==> src/rtl/mult_pkg.sv <==
// Shared definitions for the sequential 8x8 multiplier controller:
// FSM state encoding, datapath widths and the per-step shift table.
package mult_pkg;

  localparam int NIB_W  = 4;
  localparam int OP_W   = 2 * NIB_W;
  localparam int PROD_W = 2 * OP_W;

  typedef enum logic [1:0] {
    IDLE = 2'd0,
    MUL  = 2'd1,
    DONE = 2'd2
  } state_e;

  // Left shift applied to the core output at each partial-product step:
  // lo*lo -> 0, hi*lo -> 4, lo*hi -> 4, hi*hi -> 8.
  function automatic logic [3:0] step_shift(input logic [1:0] step);
    logic [3:0] sh;
    sh = 4'd0;
    case (step)
      2'd0:    sh = 4'd0;
      2'd1:    sh = 4'(NIB_W);
      2'd2:    sh = 4'(NIB_W);
      default: sh = 4'(2 * NIB_W);
    endcase
    return sh;
  endfunction

endpackage

==> src/rtl/mult4x4_core.sv <==
// Purely combinational NIB_W x NIB_W unsigned array multiplier:
// an AND array of partial products reduced by ripple full-adder rows.
module mult4x4_core
  import mult_pkg::*;
(
  input  logic [NIB_W-1:0]   a_i,
  input  logic [NIB_W-1:0]   b_i,
  output logic [2*NIB_W-1:0] p_o
);

  // Row i adds (a & b[i]) onto the upper bits of the running sum; the
  // lowest bit of each row is final and drops out as product bit i.
  always_comb begin
    logic [NIB_W:0] row;
    logic [NIB_W:0] nxt;
    logic           c;
    logic           pp;
    p_o    = '0;
    nxt    = '0;
    c      = 1'b0;
    pp     = 1'b0;
    row    = {1'b0, a_i & {NIB_W{b_i[0]}}};
    p_o[0] = row[0];
    for (int i = 1; i < NIB_W; i++) begin
      c   = 1'b0;
      nxt = '0;
      for (int j = 0; j < NIB_W; j++) begin
        pp     = a_i[j] & b_i[i];
        nxt[j] = row[j+1] ^ pp ^ c;
        c      = (row[j+1] & pp) | (row[j+1] & c) | (pp & c);
      end
      nxt[NIB_W] = c;
      p_o[i]     = nxt[0];
      row        = nxt;
    end
    p_o[2*NIB_W-1:NIB_W] = row[NIB_W:1];
  end

endmodule

==> src/rtl/mult_seq_ctrl.sv <==
// Sequencing controller: 8x8 unsigned product from one shared 4x4 core,
// four nibble steps accumulated into a 16-bit register.
// Handshakes: a transfer happens on a rising clk edge where valid & ready
// are both high; valid/data hold until that edge; ready may depend on the
// consumer's ready combinationally (in_ready follows out_ready in DONE).
// Optional build macro: MULT_SKIP_ZERO_EN -- a zero operand at acceptance
// bypasses MUL and presents 0 on the next cycle.
module mult_seq_ctrl
  import mult_pkg::*;
#(
  parameter int STEPS = 4
) (
  input  logic              clk,
  input  logic              rst_n,
  input  logic              in_valid,
  output logic              in_ready,
  input  logic [OP_W-1:0]   in_a,
  input  logic [OP_W-1:0]   in_b,
  output logic              out_valid,
  input  logic              out_ready,
  output logic [PROD_W-1:0] out_p,
  output logic              busy,
  output state_e            dbg_state_o
);

  localparam logic [1:0] LAST_STEP = 2'(STEPS - 1);

  state_e            state_q, state_d;
  logic [1:0]        step_q, step_d;
  logic [PROD_W-1:0] acc_q, acc_d;
  logic [OP_W-1:0]   a_q, a_d;
  logic [OP_W-1:0]   b_q, b_d;

  logic              accept;
  logic              skip_zero;
  logic [NIB_W-1:0]  sel_a;
  logic [NIB_W-1:0]  sel_b;
  logic [OP_W-1:0]   core_p;
  logic [PROD_W-1:0] partial;

  assign in_ready = (state_q == IDLE) | ((state_q == DONE) & out_ready);
  assign accept   = in_valid & in_ready;

`ifdef MULT_SKIP_ZERO_EN
  assign skip_zero = (in_a == '0) | (in_b == '0);
`else
  assign skip_zero = 1'b0;
`endif

  // step bit 0 picks the multiplicand nibble, bit 1 the multiplier nibble
  assign sel_a = step_q[0] ? a_q[OP_W-1:NIB_W] : a_q[NIB_W-1:0];
  assign sel_b = step_q[1] ? b_q[OP_W-1:NIB_W] : b_q[NIB_W-1:0];

  mult4x4_core u_core (
    .a_i (sel_a),
    .b_i (sel_b),
    .p_o (core_p)
  );

  assign partial = PROD_W'(core_p) << step_shift(step_q);

  assign out_valid   = (state_q == DONE);
  assign out_p       = out_valid ? acc_q : '0;
  assign busy        = (state_q == MUL);
  assign dbg_state_o = state_q;

  // Next state: step through MUL, retire in DONE, and let an accept
  // override everything so DONE->MUL needs no idle bubble.
  always_comb begin
    state_d = state_q;
    step_d  = step_q;
    acc_d   = acc_q;
    a_d     = a_q;
    b_d     = b_q;
    case (state_q)
      MUL: begin
        acc_d  = acc_q + partial;
        step_d = step_q + 2'd1;
        if (step_q == LAST_STEP) state_d = DONE;
      end
      DONE: begin
        if (out_ready && !in_valid) state_d = IDLE;
      end
      IDLE: ;
      default: state_d = IDLE;
    endcase
    if (accept) begin
      a_d     = in_a;
      b_d     = in_b;
      acc_d   = '0;
      step_d  = '0;
      state_d = skip_zero ? DONE : MUL;
    end
  end

  // State, step counter, operands and accumulator registers
  always_ff @(posedge clk or negedge rst_n) begin
    if (!rst_n) begin
      state_q <= IDLE;
      step_q  <= '0;
      acc_q   <= '0;
      a_q     <= '0;
      b_q     <= '0;
    end else begin
      state_q <= state_d;
      step_q  <= step_d;
      acc_q   <= acc_d;
      a_q     <= a_d;
      b_q     <= b_d;
    end
  end

  // The step counter must never run past the last partial product
  always_ff @(posedge clk) begin
    if (rst_n && state_q == MUL) assert (int'(step_q) < STEPS);
  end

endmodule
==> config.mk <==
export PLATFORM = sky130hd
export DESIGN_NAME = mult_seq_ctrl
export DESIGN_NICKNAME = d
export VERILOG_FILES = /design/src/rtl/mult_pkg.sv /design/src/rtl/mult4x4_core.sv /design/src/rtl/mult_seq_ctrl.sv
export SDC_FILE = /design/constraint.sdc
export NUM_CORES = 1
export LEC_CHECK = 0
export CAP_MARGIN = 0
export CORE_MARGIN = 4
export CORE_UTILIZATION = 45
export CTS_BUF_LIST = sky130_fd_sc_hd__clkbuf_4 sky130_fd_sc_hd__clkbuf_8
export DETAILED_ROUTE_END_ITERATION = 10
export GPL_ROUTABILITY_DRIVEN = 0
export HOLD_SLACK_MARGIN = 0.02
export PLACE_DENSITY = 0.68
export SLEW_MARGIN = 30
export SYNTH_ARGS = -nofsm -noshare
export SYNTH_HDL_FRONTEND = slang
export SYNTH_HIERARCHICAL = 1
export SYNTH_SLANG_ARGS = --single-unit
export TNS_END_PERCENT = 30
==> constraint.sdc <==
create_clock -name clk -period 7 [get_ports clk]
set_clock_uncertainty 0.05 [all_clocks]
set_input_delay 1.4 -clock clk [delete_from_list [all_inputs] [get_ports clk]]
set_output_delay 1.4 -clock clk [all_outputs]
set_load 0.03 [all_outputs]
; ---- Word-level counts from Yosys, hierarchy flattened
; Cells that the tools add are included.
[totals]
ff_bits = 36
wordCells = 115
output_inout_bits = 21
input_bits = 20
[classes]
n_eq_ne = 8
n_bitwise = 80
shifts = 1
addsub = 2
n_reduce_logical = 7
n_mux = 12
[ops]
columns = cell, n
row1 = $mux 16, 3
row2 = $and 1x1->1, 42
row3 = $xor 1x1->1, 20
row4 = $or 1x1->1, 17
row5 = $add 16x16->16, 1
row6 = $shl 8x4->16, 1
row7 = $mux 2, 5
row8 = $mux 4, 2
row9 = $pmux 4 s2, 1
row10 = $eq 2x2->1 const B, 3
row11 = $ne 3x1->1 const B, 2
row12 = $pmux 2 s3, 1
row13 = $and 4x4->4, 1
row14 = $eq 2x1->1 const B, 2
row15 = $logic_not 2->1, 2
row16 = $reduce_and 3->1, 1
row17 = $add 2x1->2 const B, 1
row18 = $ne 2x2->1 const B, 1
row19 = $reduce_bool 2->1, 1
row20 = $reduce_or 2->1, 1
row21 = $logic_and 1x1->1, 1
row22 = $logic_not 1->1, 1

; ---- Longest topological paths before layout
; Gate-level depths: netlist of the first run.
[logic_depth]
depth_word = 25
ltp_mapped = 25

; ---- Hierarchy
; Netlist of the first run, hierarchy kept.
[by_module_without_submodules]
columns = module, instances, cells_per_inst, area_each_um2
row1 = mult_seq_ctrl, 1, 278, 2625.0
row2 = mult4x4_core, 1, 41, 344.1

; ---- Worst setup path after synthesis of the first run
; OpenSTA, ideal clock, no wires.
[synth_timing]
kind = register to register
from = register step_q[1]
to = register acc_q[9]
path_buffers = 0
t_required_ns = 6.818
setup_slack_ns = 1.179
stages_incl_launch_ff = 24
synth_period_minus_slack_ns = 5.821
t_arrival_ns = 5.640
path_cell_list = dfrtp_1 > mux2_2 > and2_1 > ha_1 > fa_1 > inv_1 > fa_1 > inv_1 > fa_1 > inv_1 > fa_1 > fa_1 > fa_1 > fa_1 > inv_1 > mux2i_1 > nor2_1 > ha_1 > a2111oi_0 > o21ai_1 > a31o_1 > a21oi_1 > xor2_1 > o21ai_1
[synth_between]
word_cells_on_any_way = 87
classes_between = 1 x add/sub / 2 x eq/ne / 1 x shift / 4 x mux / 77 x bitwise / 2 x reduce/logical
[synth_rtl]
columns = element, line
row1 = "start, declared", mult_seq_ctrl.sv:29  ; logic [1:0] step_q, step_d;
row2 = "start signal, assigned", mult_seq_ctrl.sv:106  ; step_q <= step_d;
row3 = $mux 4 (*), mult_seq_ctrl.sv:52  ; assign sel_b = step_q[1] ? b_q[OP_W-1:NIB_W] : b_q[NIB_W-1:0];
row4 = named net sel_b[0], mult_seq_ctrl.sv:37  ; logic [NIB_W-1:0] sel_b;
row5 = $and 4x4->4 (*), mult4x4_core.sv:22  ; row = {1'b0, a_i & {NIB_W{b_i[0]}}};
row6 = $and 1x1->1 (2 in series), mult4x4_core.sv:30  ; c = (row[j+1] & pp) | (row[j+1] & c) | (pp & c);
row7 = $or 1x1->1 (2 in series), mult4x4_core.sv:30
row8 = $and 1x1->1, mult4x4_core.sv:30
row9 = $or 1x1->1 (2 in series), mult4x4_core.sv:30
row10 = $xor 1x1->1 (3 in series), mult4x4_core.sv:29  ; nxt[j] = row[j+1] ^ pp ^ c;
row11 = [... 3 more ...], n/a
row12 = $and 1x1->1, mult4x4_core.sv:30
row13 = $or 1x1->1 (2 in series), mult4x4_core.sv:30
row14 = $xor 1x1->1 (*), mult4x4_core.sv:29
row15 = named net core_p[6], mult_seq_ctrl.sv:38  ; logic [OP_W-1:0] core_p;
row16 = $shl 8x4->16 (*), mult_seq_ctrl.sv:60  ; assign partial = PROD_W'(core_p) << step_shift(step_q);
row17 = $add 16x16->16 (*), mult_seq_ctrl.sv:77  ; acc_d = acc_q + partial;
row18 = $mux 16 (*), mult_seq_ctrl.sv:75  ; case (state_q)
row19 = $mux 16 (*), mult_seq_ctrl.sv:87  ; if (accept) begin
row20 = "end signal, assigned", mult_seq_ctrl.sv:101  ; acc_q <= '0;
row21 = "end signal, assigned", mult_seq_ctrl.sv:107  ; acc_q <= acc_d;
row22 = "end, declared", mult_seq_ctrl.sv:30  ; logic [PROD_W-1:0] acc_q, acc_d;
; Mark *: on every way through the listed nets, which the timed path passes. The rest lies on a longest branch. The select of a mux whose other input is x is not followed.
; A chain may end at the register's enable or synchronous reset.

; ---- Worst setup path after layout of the first run
[layout_timing]
from = register step_q[0]
to = register acc_q[9]
[layout_between]
word_cells_on_any_way = 87
classes_between = 1 x add/sub / 2 x eq/ne / 1 x shift / 4 x mux / 77 x bitwise / 2 x reduce/logical
[layout_rtl]
columns = element, line
row1 = $mux 4 (*), mult_seq_ctrl.sv:51  ; assign sel_a = step_q[0] ? a_q[OP_W-1:NIB_W] : a_q[NIB_W-1:0];
row2 = named net sel_a[1], mult_seq_ctrl.sv:36  ; logic [NIB_W-1:0] sel_a;
row3 = $and 4x4->4, mult4x4_core.sv:22
row4 = $and 1x1->1 (2 in series), mult4x4_core.sv:30
row5 = $or 1x1->1 (2 in series), mult4x4_core.sv:30
row6 = $and 1x1->1, mult4x4_core.sv:30
row7 = $or 1x1->1 (2 in series), mult4x4_core.sv:30
row8 = $xor 1x1->1 (3 in series), mult4x4_core.sv:29
row9 = [... 3 more ...], n/a
row10 = $and 1x1->1, mult4x4_core.sv:30
row11 = $or 1x1->1 (2 in series), mult4x4_core.sv:30
row12 = $xor 1x1->1 (*), mult4x4_core.sv:29
row13 = named net core_p[6], mult_seq_ctrl.sv:38
row14 = $shl 8x4->16 (*), mult_seq_ctrl.sv:60
row15 = $add 16x16->16 (*), mult_seq_ctrl.sv:77
row16 = $mux 16 (*), mult_seq_ctrl.sv:75
row17 = $mux 16 (*), mult_seq_ctrl.sv:87
; Marks and branches as above.

==> impl_metrics.yaml, run 1 <==
run_status:
  status: "finished, final reports clean"
clock_tree:
  post_cts_resize_count: 0
  ctsHoldBuffers: 0
  cts_setup_buffers: 0
  cts_tree: "yes"
  root_buffer: "clkbuf_8"
  insertion_delay_ns: 0.29
  path_clk_slew_ns: 0.08
  cts_buffers: 5
  cts.path.max_buffers: 2
  htree_levels: 2
  clock_sinks: 36
placement:
  dpl_cell_area_um2: 3400
  place_hpwl_mm: 4.86
  pre_cts_slack_ns: 0.776
  io_buffers: 40
sta:
  maxSlewViolCount: 0
  min_period_over_period_pct: 89.2
  worstMarginPinSlew_ns: 0.810
  finalSetupTns_ns: 0
  finalCriticalPeriod_ns: 6.25
  hold_viol: 0
  fin_ws_ns: 0.755
  fmax_ghz: 0.160
  max-slew-margin-rel_pct: 46.0
  setup_viol: 0
  grt_setup_unrepaired: "no"
worst_setup_path:
  crit_path_start_kind: "register"
  end_kind: "register"
  crit_family: "adder cells"
  arrival_ns: 6.36
  crit_buf_inv: 4
  path_common_cell: "fa_1"
  r2r_cells: 23
  cp.depth: 23
  slowest_delay_ns: 0.48
  r2r_setup_slack_ns: 0.75
  cp_slowest_cell: "fa_1"
  crit_chain: "mux2_2 > and2_1 > ha_1 > fa_1 > inv_1 > fa_1 > inv_1 > fa_1 > inv_1 > fa_1 > fa_1 > fa_1 > fa_1 > inv_1 > mux2i_1 > nor2_1 > ha_1 > a2111oi_0 > o21ai_1 > a31o_1 > a21oi_1 > xor2_1 > o21ai_1"
  rr_startpoint: "step_q[0]"
  crit_fanout: 7
  worstSetupPathType: "register to register"
  r2r-end: "acc_q[9]"
  crit_required_ns: 7.11
floorplanning:
  initial_core_util_pct: 46.5
  rows: 29
  boundaryPins: 41
  die-area_um2: 7960
  die_y_um: 89.2
  core_region_area_um2: 6390
  die_w_um: 89.2
min_path:
  worstHoldEndpoint: "acc_q[15]"
  min_delay_path_depth: 1
  hp-start: "acc_q[15]"
  hold_class: "register to register"
finish:
  final_area_um2: 3500
  fin_nets: 402
  diodes: 0
  fill_cells: 599
  area_delta_synth_final_pct: 17.9
  drive_gt1_share_pct: 13.3
  final_core_util_pct: 54.8
yosys:
  yosysMostFrequentCell: "dfrtp_1"
  ys_warn_count: 6
  yosys-top-cells-count: "36 x dfrtp_1, 29 x and2_1, 24 x mux2_2, 24 x nand3_1, 22 x nand2_1"
  async_flop_share_pct: 100
  yosysSeqAreaShare_pct: 30.3
  synth_area_leader_cell: "dfrtp_1"
  syn_avg_cell_area_um2: 9.31
  synth_fp_nets: 368
  netlist_area_um2: 2970
  syn_inst: 319
  synth-edff-count: 0
  synth_cell_types: 49
  synth_top_flop_cell: "dfrtp_1"
  synth_area_leaders: "dfrtp_1 30%, mux2_2 9.1%, ha_1 8.4%, and2_1 6.1%, fa_1 6.1%"
  yosysTopAreaCellShare_pct: 30.3
  synth_seq_cells: 36
routing:
  dr.pass1.iters: 4
  drc: 0
  vias: 2369
  drt_iter0_markers: 116
  wire_per_inst_um: 14.8
  drtAntennaViolNets: 0
  routed_wl_mm: 6.39
  viasPerCell: 5.50
global_routing:
  grt_pass1_wl_mm: 11.1
  grt-ovfl-total: 0
  grt_max_degree: 38
  grt_pass1_vias: 2299
  antenna_found_initial: 0
  grtUsageTotal_pct: 17.9
flow_run:
  maxCapViolations: 0
per-layer routing:
layer  vias up  global-route usage [%]  part of all wire (%)
met5         -                       0                     0
met4         0                    3.79                  0.99
met3         6                    3.13                   3.9
met2        44                    30.9                    48
met1      1123                    23.4                    47
li1       1196                       -                     -
worst reg2reg max path: cells and delay by family (launching register included):
kind / cells / cell delay [ns]
AO/OA/AOI/OAI: 5 / 1.11
adder cells (fa/ha/maj): 9 / 3.26
multiplexers: 2 / 0.59
XOR/XNOR: 1 / 0.16
flip-flops: 1 / 0.47
buffers and inverters: 4 / 0.27
AND/OR/NAND/NOR: 2 / 0.22
worst max-delay path by stage:
stage                     startpoint       end  slack [ns]
after floorplan            step_q[1]  acc_q[9]        1.18
after global placement     step_q[1]  acc_q[9]        0.97
after detailed placement   step_q[1]  acc_q[9]        0.78
after CTS                  step_q[1]  acc_q[9]        0.75
after global routing       step_q[1]  acc_q[9]        0.49
final                      step_q[0]  acc_q[9]        0.75
area by class of cell:
| cell class | instances | area [um2] | share of cell area (%) |
|---|---|---|---|
| clock buffers | 6 | 76.3 | 2.18 |
| clock inverters | 2 | 16.3 | 0.465 |
| inverters | 19 | 71.3 | 2.04 |
| multi-input cells | 249 | 1930 | 55.1 |
| flip-flops and latches | 36 | 901 | 25.7 |
| well taps | 77 | 96.3 | 2.75 |
| repair buffers | 42 | 410 | 11.7 |
state kept, by name, indices dropped and copies added (netlist names):
signal	flops
a_q	8
acc_q	16
b_q	8
dbg_state_o	2
step_q	2
cell families after synthesis:
family                   Yosys count  synth area share (%)
buffers and inverters             34                  4.80
adder cells (fa/ha/maj)           29                  14.5
AND/OR/NAND/NOR                  119                  21.4
XOR/XNOR                           7                  2.06
multiplexers                      30                  11.1
flip-flops                        36                  30.3
AO/OA/AOI/OAI                     64                  15.8
cells in the final DEF (no fill, tap or decap), types with 2 or more instances in the layout:
| cell type | count |
|---|---|
| clkdlybuf4s50_1 | 39 |
| dfrtp_1 | 36 |
| and2_1 | 29 |
| mux2_2 | 24 |
| nand3_1 | 24 |
| nand2_1 | 22 |
| ha_1 | 20 |
| inv_1 | 19 |
| o21ai_0 | 18 |
| nor2_1 | 13 |
| fa_1 | 9 |
| a21oi_1 | 8 |
| nor3_1 | 8 |
| nor2b_1 | 7 |
| mux2i_1 | 6 |
| xor2_1 | 5 |
| clkbuf_8 | 5 |
| a22o_1 | 4 |
| o21a_1 | 4 |
| o21ai_1 | 4 |
| nand4_1 | 4 |
| nand2b_1 | 3 |
| a21oi_2 | 3 |
| o31ai_1 | 3 |
| o21bai_1 | 2 |
| a211oi_1 | 2 |
| o211ai_1 | 2 |
| nor3_2 | 2 |
| a31oi_1 | 2 |
| or3_1 | 2 |
| xnor2_1 | 2 |
| buf_4 | 2 |
through the flow:
step	cells	hold WS (ns)
finish	431	0.428
global route	431	0.456
CTS	431	0.425
detailed placement	423	0.417
global placement	423	0.409
floorplan	319	0.387
Power of run 1 is left out: the tool's default activity adds up to more than one toggle a clock period on the data nets, which glitch-free logic cannot reach.
==> run 2: changes to the inputs <==
PLACE_DENSITY = 0.7   (was 0.68)
clock period = 5.5 ns   (was 7 ns; I/O delays follow)
==> impl_metrics.yaml, run 2 (same netlist as run 1, synthesis figures left out) <==
worst_setup_path:
  rr_startpoint: "step_q[1]"
  arrival_ns: 5.90
  end_kind: "register"
  crit_required_ns: 5.68
  r2r_setup_slack_ns: -0.21
  worstSetupPathType: "register to register"
  r2r-end: "acc_q[13]"
  crit_path_start_kind: "register"
  r2r_cells: 23
  crit_fanout: 4
finish:
  area_delta_synth_final_pct: 29.5
  largest_reg_flops: 16
  largest_register: "acc_q"
  final_common_cell: "clkdlybuf4s50_1"
  layout_common_cells: "39 x clkdlybuf4s50_1, 34 x dfrtp_1, 30 x buf_4, 27 x and2_1, 24 x nand3_1"
  fill_cells: 550
  diodes: 0
  final_area_um2: 3840
  fin_nets: 430
  drive_gt1_share_pct: 25.4
  instances_no_fill: 459
  top_regs: "acc_q x16, a_q x8, b_q x8"
flow_run:
  maxCapViolations: 0
min_path:
  worstHoldEndpoint: "acc_q[15]"
  min_delay_path_depth: 1
  hold_class: "register to register"
  hp-start: "acc_q[15]"
clock_tree:
  root_buffer: "clkbuf_8"
  cts.path.max_buffers: 2
  ctsHoldBuffers: 0
  htree_levels: 2
  clock_sinks: 36
  path_clk_slew_ns: 0.09
  cts_buffers: 5
  cts_tree: "yes"
  insertion_delay_ns: 0.30
global_routing:
  grt-ovfl-total: 0
  grt_max_degree: 38
  grt_pass1_wl_mm: 11.8
  grtUsageTotal_pct: 19.0
  busiest_layer: "met2"
  grt_pass1_vias: 2542
  met3_usage_pct: 3.23
  grt_use_met2_pct: 34.6
  grt_use_met1_pct: 23.2
  antenna_found_initial: 0
run_status:
  violations: "negative setup slack"
  status: "complete, but fails checks"
placement:
  dp.cells: 444
  place_hpwl_mm: 5.15
  dpl_cell_area_um2: 3590
  io_buffers: 40
floorplanning:
  core_region_area_um2: 6390
  die_y_um: 89.2
  die-area_um2: 7960
  die_w_um: 89.2
  rows: 29
  boundaryPins: 41
  initial_core_util_pct: 46.5
routing:
  drc: 0
  dr.pass1.iters: 4
  viasPerCell: 5.42
  wire_per_inst_um: 15.3
  drt_iter0_markers: 117
  routed_wl_mm: 7.03
  drtAntennaViolNets: 0
  vias: 2486
sta:
  finalCriticalPeriod_ns: 5.71
  setup_viol: 9
  fmax_ghz: 0.175
  min_period_over_period_pct: 104
  hold_viol: 0
  fin_ws_ns: -0.214
  max-slew-margin-rel_pct: 44.0
  hold_ws_ns: 0.439
  grt_setup_unrepaired: "yes"
  worstMarginPinSlew_ns: 0.841
  maxSlewViolCount: 0
run 2: per-stage QoR:
stage,utilization (%),setup TNS (ns),setup slack [ns]
after floorplan,-,-0.223,-0.0816
after global placement,56.2,-1.06,-0.216
after detailed placement,56.2,-2.26,-0.356
after CTS,59.3,-1.17,-0.224
after global routing,60.2,-3.10,-0.404
final,60.2,-1.30,-0.214
run 2: what timing repair did:
action,CTS,global route
buffers inserted,6,1
setup endpoints to repair,9,9
gates resized for setup,17,9
pin swaps,9,10
run 2: critical path, stage by stage, from the launching register on:
cell,delay (ns)
dfrtp_2,0.44
mux2_4,0.32
and2_4,0.17
ha_4,0.15
fa_2,0.34
inv_2,0.06
fa_1,0.41
inv_2,0.08
fa_2,0.20
inv_2,0.04
fa_1,0.47
fa_2,0.40
fa_2,0.34
fa_1,0.50
inv_2,0.04
mux2i_2,0.19
nor2_2,0.08
ha_4,0.29
a21oi_4,0.16
o21bai_4,0.08
a2111oi_4,0.30
nor3_2,0.10
or3_1,0.35
nand3_1,0.08
run 2: worst max-delay path by stage:
stage | startpoint | endpoint | cells after the start
after CTS | step_q[0] | acc_q[15] | 23
after floorplan | step_q[1] | acc_q[9] | 23
final | step_q[1] | acc_q[13] | 23
after global placement | step_q[0] | acc_q[9] | 23
after detailed placement | step_q[0] | acc_q[15] | 23
after global routing | step_q[1] | acc_q[13] | 23
run 2: routing by layer:
metal,vias up,share of wire [%]
li1,1248,-
met1,1187,45
met2,47,51
met3,4,4.2
met4,0,0.57
met5,-,0
run 2: final cells by class:
cell class	instances	area, um2	area share (%)
Multi-Input combinational cell	249	2050	53.5
Timing Repair Buffer	70	621	16.1
Clock inverter	1	7.51	0.195
Clock buffer	7	90.1	2.34
Tap cell	77	96.3	2.51
Inverter	19	71.3	1.86
Sequential cell	36	903	23.5
Power of run 2 is left out for the same reason.
==> RTL edit 1 (flow settings as in run 2) <==
Set the package constant `NIB_W` to 6 (it was 4).
--- a/src/rtl/mult_pkg.sv
+++ b/src/rtl/mult_pkg.sv
@@ -2,7 +2,7 @@
 // FSM state encoding, datapath widths and the per-step shift table.
 package mult_pkg;
 
-  localparam int NIB_W  = 4;
+  localparam int NIB_W  = 6;
   localparam int OP_W   = 2 * NIB_W;
   localparam int PROD_W = 2 * OP_W;
 
Interface: changed (resized in_a, in_b and out_p); port bits go from 41 to 57. No check against the original RTL was run, so the function may have changed too.
==> RTL edit 1 against run 2 <==
- the flow still finishes with violations (negative setup slack)
- die area is 59% higher
- cell count is 86% higher
- utilization is 4.0 points higher
- routed wire length is 97% higher
- sequential cell count is 16 higher
- final area is 75% higher
- global-route usage is 2.2 points higher
- setup slack worse by 3.5 ns
- area after synthesis is 65% higher
- fmax is 38% lower
- critical endpoint is now acc_q[21]$_DFFE_PN0P_
- highest routed layer unchanged
Power is left out: the tool's default activity adds up to more than one toggle a clock period on the data nets, which glitch-free logic cannot reach.
==> RTL edit 1: results (changes against run 2) <==
vias in the first global route=4,515 (+78%); outcome=complete, but fails checks; final setup vio count=19 (+10); GRT Util Overall=0.212 (+0.0223); relative slew slack=0.411 (-0.0284); Regs by FF count=acc_q x24, a_q x12, b_q x12; Final #Nets=801 (+86%); Fillers=876 (+59%); Iter 0 DRT Violations=280 (+140%); layout cell share with drive strength beyond 1=0.300 (+0.0464); clock slew at reported path FFs=0.11 ns (+0.02 ns); slowest CP cell=fa_2; synth unique cells=63 (+29%); DP HPWL=10,400 um (+100%); Commonest cells post-synth=nand2_1 (109), dfrtp_1 (52), and2_1 (50); Clock Tree Root=clkbuf_8; DRT Pass-1 Iters=5 (+1); FF-to-FF path depth=35 (+52%); failing checks=negative setup slack; Hold Path Stages=2 (+1); first-pass GRT wire length=22,000 um (+86%); wire per inst=16.2 um (+5.9%); crit path DAT=9.39 ns (+3.49 ns); clk_lat worst skew=0.33 ns (+0.03 ns); Synth area leaders=dfrtp_1 (27%), fa_1 (10%), ha_1 (8.4%); I/O Buffers=56 (+40%); pin count of the biggest net entering global routing=53 (+39%); Syn Nets=661 (+80%); Final WS setup=-3.73 ns (-3.51 ns)
[RTL edit 1: what timing repair did]
item / CTS / global route
gates resized for setup: 30 / 45
endpoints found under the setup margin: 19 / 19
pin swaps: 11 / 45
setup buffers: 5 / 6
hold endpoints to repair: 0 / 0
[RTL edit 1: worst paths after layout]
path                                       startpoint  slack, ns                     to
worst max-delay path            step_q[1]$_DFFE_PN0P_      -3.73  acc_q[21]$_DFFE_PN0P_
worst min register to register    a_q[11]$_DFFE_PN0P_       0.43    a_q[11]$_DFFE_PN0P_
min in group asynchronous                       rst_n       0.81  acc_q[12]$_DFFE_PN0P_
worst min-delay path              a_q[11]$_DFFE_PN0P_       0.43    a_q[11]$_DFFE_PN0P_
worst max register to register  step_q[1]$_DFFE_PN0P_      -3.73  acc_q[21]$_DFFE_PN0P_
max in group asynchronous                       rst_n       4.07  step_q[0]$_DFFE_PN0P_
[RTL edit 1: worst max-delay path, delay by kind of cell, from the launching register on]
kind / cells / cell delay, ns
AO/OA/AOI/OAI: 2 / 0.39
adder cells (fa/ha/maj): 15 / 5.83
buffers and inverters: 9 / 0.70
flip-flops: 1 / 0.45
multiplexers: 3 / 0.79
AND/OR/NAND/NOR: 6 / 0.88
[RTL edit 1: kinds of logic (layout without fill, tap and decap cells)]
group / after synthesis / after routing / share of synthesized area
and+or+nand+nor: 238 / 238 / 0.233
muxes: 30 / 30 / 0.0658
buffers and inverters: 62 / 203 / 0.0587
xor gates and xnor gates: 19 / 19 / 0.0339
DFF: 52 / 52 / 0.265
AOI/OAI and AO/OA: 116 / 116 / 0.157
adders and majority gates: 58 / 58 / 0.186
[RTL edit 1: layout make-up]
cell class / count / area [um2] / area share
multi-input combinational: 461 / 3650 / 0.543
timing repair buffer: 161 / 1370 / 0.204
sequential: 52 / 1300 / 0.194
tap: 136 / 170 / 0.0253
inverter: 34 / 128 / 0.0190
clock buffer: 5 / 68.8 / 0.0102
clock inverter: 3 / 26.3 / 0.00391
[RTL edit 1: stage by stage]
step	worst slack [ns]	setup TNS [ns]	cells	instance area, um2	hold slack (ns)
4_1_cts	-3.67	-56.57	847	6490	0.435
3_5_place_dp	-3.77	-58.20	834	6260	0.407
2_1_floorplan	-3.55	-50.59	575	5000	0.390
5_1_grt	-4.02	-61.88	852	6710	0.458
6_report	-3.73	-57.29	852	6710	0.431
3_3_place_gp	-3.59	-55.39	834	6260	0.405
[RTL edit 1: layer usage]
layer / vias to the layer above / wire (um) / global-route usage
met5: - / 0 / 0
met4: 0 / 380 / 0.0673
met2: 150 / 6480 / 0.345
met1: 2197 / 6200 / 0.293
met3: 38 / 749 / 0.0318
li1: 2227 / - / -
==> RTL edit 2 (settings of run 2) <==
Without the edit above. Take the reset off `a_q` and `b_q` and load them in a clocked block of their own.
--- a/src/rtl/mult_seq_ctrl.sv
+++ b/src/rtl/mult_seq_ctrl.sv
@@ -99,15 +99,16 @@
       state_q <= IDLE;
       step_q  <= '0;
       acc_q   <= '0;
-      a_q     <= '0;
-      b_q     <= '0;
     end else begin
       state_q <= state_d;
       step_q  <= step_d;
       acc_q   <= acc_d;
-      a_q     <= a_d;
-      b_q     <= b_d;
     end
+  end
+
+  always_ff @(posedge clk) begin
+    a_q <= a_d;
+    b_q <= b_d;
   end
 
   // The step counter must never run past the last partial product
Formal check against the unedited RTL: no difference found for any inputs over 4 cycles, from zero or initial values and one cycle with rst_n low; that may be too few to reach the edited logic, so the function may still have changed.
==> RTL edit 2 against run 2 <==
- the flow still finishes with violations (negative setup slack)
- routed wire length fell by 13%
- synthesized cell count fell by 15%
- setup slack improved by 0.15 ns
- global-route usage fell by 1.1 points
- cell count fell by 11%
- utilization rose by 2.2 points
- via count fell by 13%
- final area fell by 9.0%
- area after synthesis fell by 11%
- sequential cell count did not move
Power is not shown: default switching activity piles up to over one toggle a cycle in this logic, so the estimate is an artifact.
==> RTL edit 2: results (changes against run 2) <==
Post-DP Area=0.00328 mm2 (-8.5%); vias in the first global route=2,231 (-12%); Regs by FF count=acc_q x16, a_q x8, b_q x8; worst r2r src=step_q[1]$_DFFE_PN0P_; Iter 0 DRT Violations=120 (+2.6%); maximum fanout along the worst path=4 (unchanged); # H-tree levels=2 (unchanged); post-synthesis xor/xnor area fraction=0.0465 (+0.0259); slowest CP cell=fa_1; Commonest cells post-synth=and2_1 (29), nand2_1 (27), inv_1 (21); worst slew pin tran=0.699 ns (-0.141 ns); DP HPWL=4640 um (-9.9%); top cell family by delay on the critical path=adder cells; outcome=complete, but fails checks; slowest stage delay, CP=0.50 ns (about the same); DRT Pass-1 Iters=4 (unchanged); DR vias=2,155 (-13%); Syn Nets=320 (-13%); initial antenna violation count=0 (unchanged); Clock Tree Root=clkbuf_8; mux cell area share after synthesis=0.0494 (-0.0619); Fillers=490 (-11%); Synth area leaders=dfrtp_1 (19%), edfxtp_1 (18%), ha_1 (9.5%); Compound-Gate Fraction of Synth Area=0.155 (-0.00331); worst-case clock buffer depth=2 (unchanged); Final #Nets=385 (-10%); adder-cell share of the synthesized area=0.163 (+0.0183); hold crit path type=register to register; clk_lat worst skew=0.29 ns; post-synthesis sequential area ratio=0.372 (+0.0687); Startpoint Class=register; crit path DAT=5.67 ns (-0.23 ns); clock slew at reported path FFs=0.08 ns; Primary FF master, synth=dfrtp_1; failing checks=negative setup slack; # diodes=0 (unchanged); layout cell share with drive strength beyond 1=0.214 (-0.0403); final wirelength=6080 um (-13%); Final WS setup=-0.0649 ns (+0.149 ns); hold slack final=0.467 ns (+0.0278 ns); GRT Util Overall=0.179 (-0.0108); pre-CTS setup slack=-0.176 ns (+0.180 ns); YS warnings=6 (unchanged); hold wc startpoint=acc_q[2]$_DFFE_PN0P_; Num CTS Buffers=5 (unchanged); I/O Buffers=40 (unchanged); Async S/R FF share, synth=0.556 (-0.444); first-pass GRT wire length=10,400 um (-11%); Post-synth EDFFs=16 (+16); pin count of the biggest net entering global routing=21 (-45%); synth unique cells=39 (-20%); final setup vio count=5 (-4)
RTL edit 2: cell count changes in the layout (fill, tap and decap cells not counted), moves of 4 or more:
cell,before,now
nand2_1,22,27
dfrtp_1,34,18
mux2_2,20,4
xor2_1,5,10
edfxtp_1,0,16
a21oi_1,6,12
buf_4,30,25
nand3_1,24,2
a22o_1,4,8
nor3_1,8,1
RTL edit 2: timing repair:
item,4_1_cts,5_1_grt
setup buffers,3,1
resized for setup,19,6
pin swaps,3,3
setup endpoints to repair,8,8
RTL edit 2: worst paths after layout:
kind,to,cells past startpoint
worst max-delay path,acc_q[10]$_DFFE_PN0P_,24
worst min-delay path,acc_q[2]$_DFFE_PN0P_,2
worst max register to register,acc_q[10]$_DFFE_PN0P_,24
worst min register to register,acc_q[2]$_DFFE_PN0P_,2
max in group asynchronous,step_q[0]$_DFFE_PN0P_,1
min in group asynchronous,acc_q[10]$_DFFE_PN0P_,1
RTL edit 2: layer usage:
metal,vias up,global-route usage,part of all wire
met5,-,0,0
met4,0,0.0590,0.017
met1,1026,0.230,0.45
li1,1073,-,-
met2,47,0.301,0.48
met3,9,0.0373,0.047
RTL edit 2: metrics by stage:
step / TNS, ns / std cells
2_1_floorplan: 0 / 271
3_3_place_gp: -0.202 / 397
3_5_place_dp: -0.896 / 397
4_1_cts: -0.107 / 408
5_1_grt: -1.82 / 409
6_report: -0.203 / 409
RTL edit 2: cell type report:
type | instances | area (um2) | area share
multi-input combinational | 207 | 1650 | 0.472
sequential | 36 | 983 | 0.281
timing repair buffer | 65 | 583 | 0.167
tap | 72 | 90.1 | 0.0258
inverter | 21 | 78.8 | 0.0225
clock buffer | 5 | 68.8 | 0.0197
clock inverter | 3 | 42.5 | 0.0122
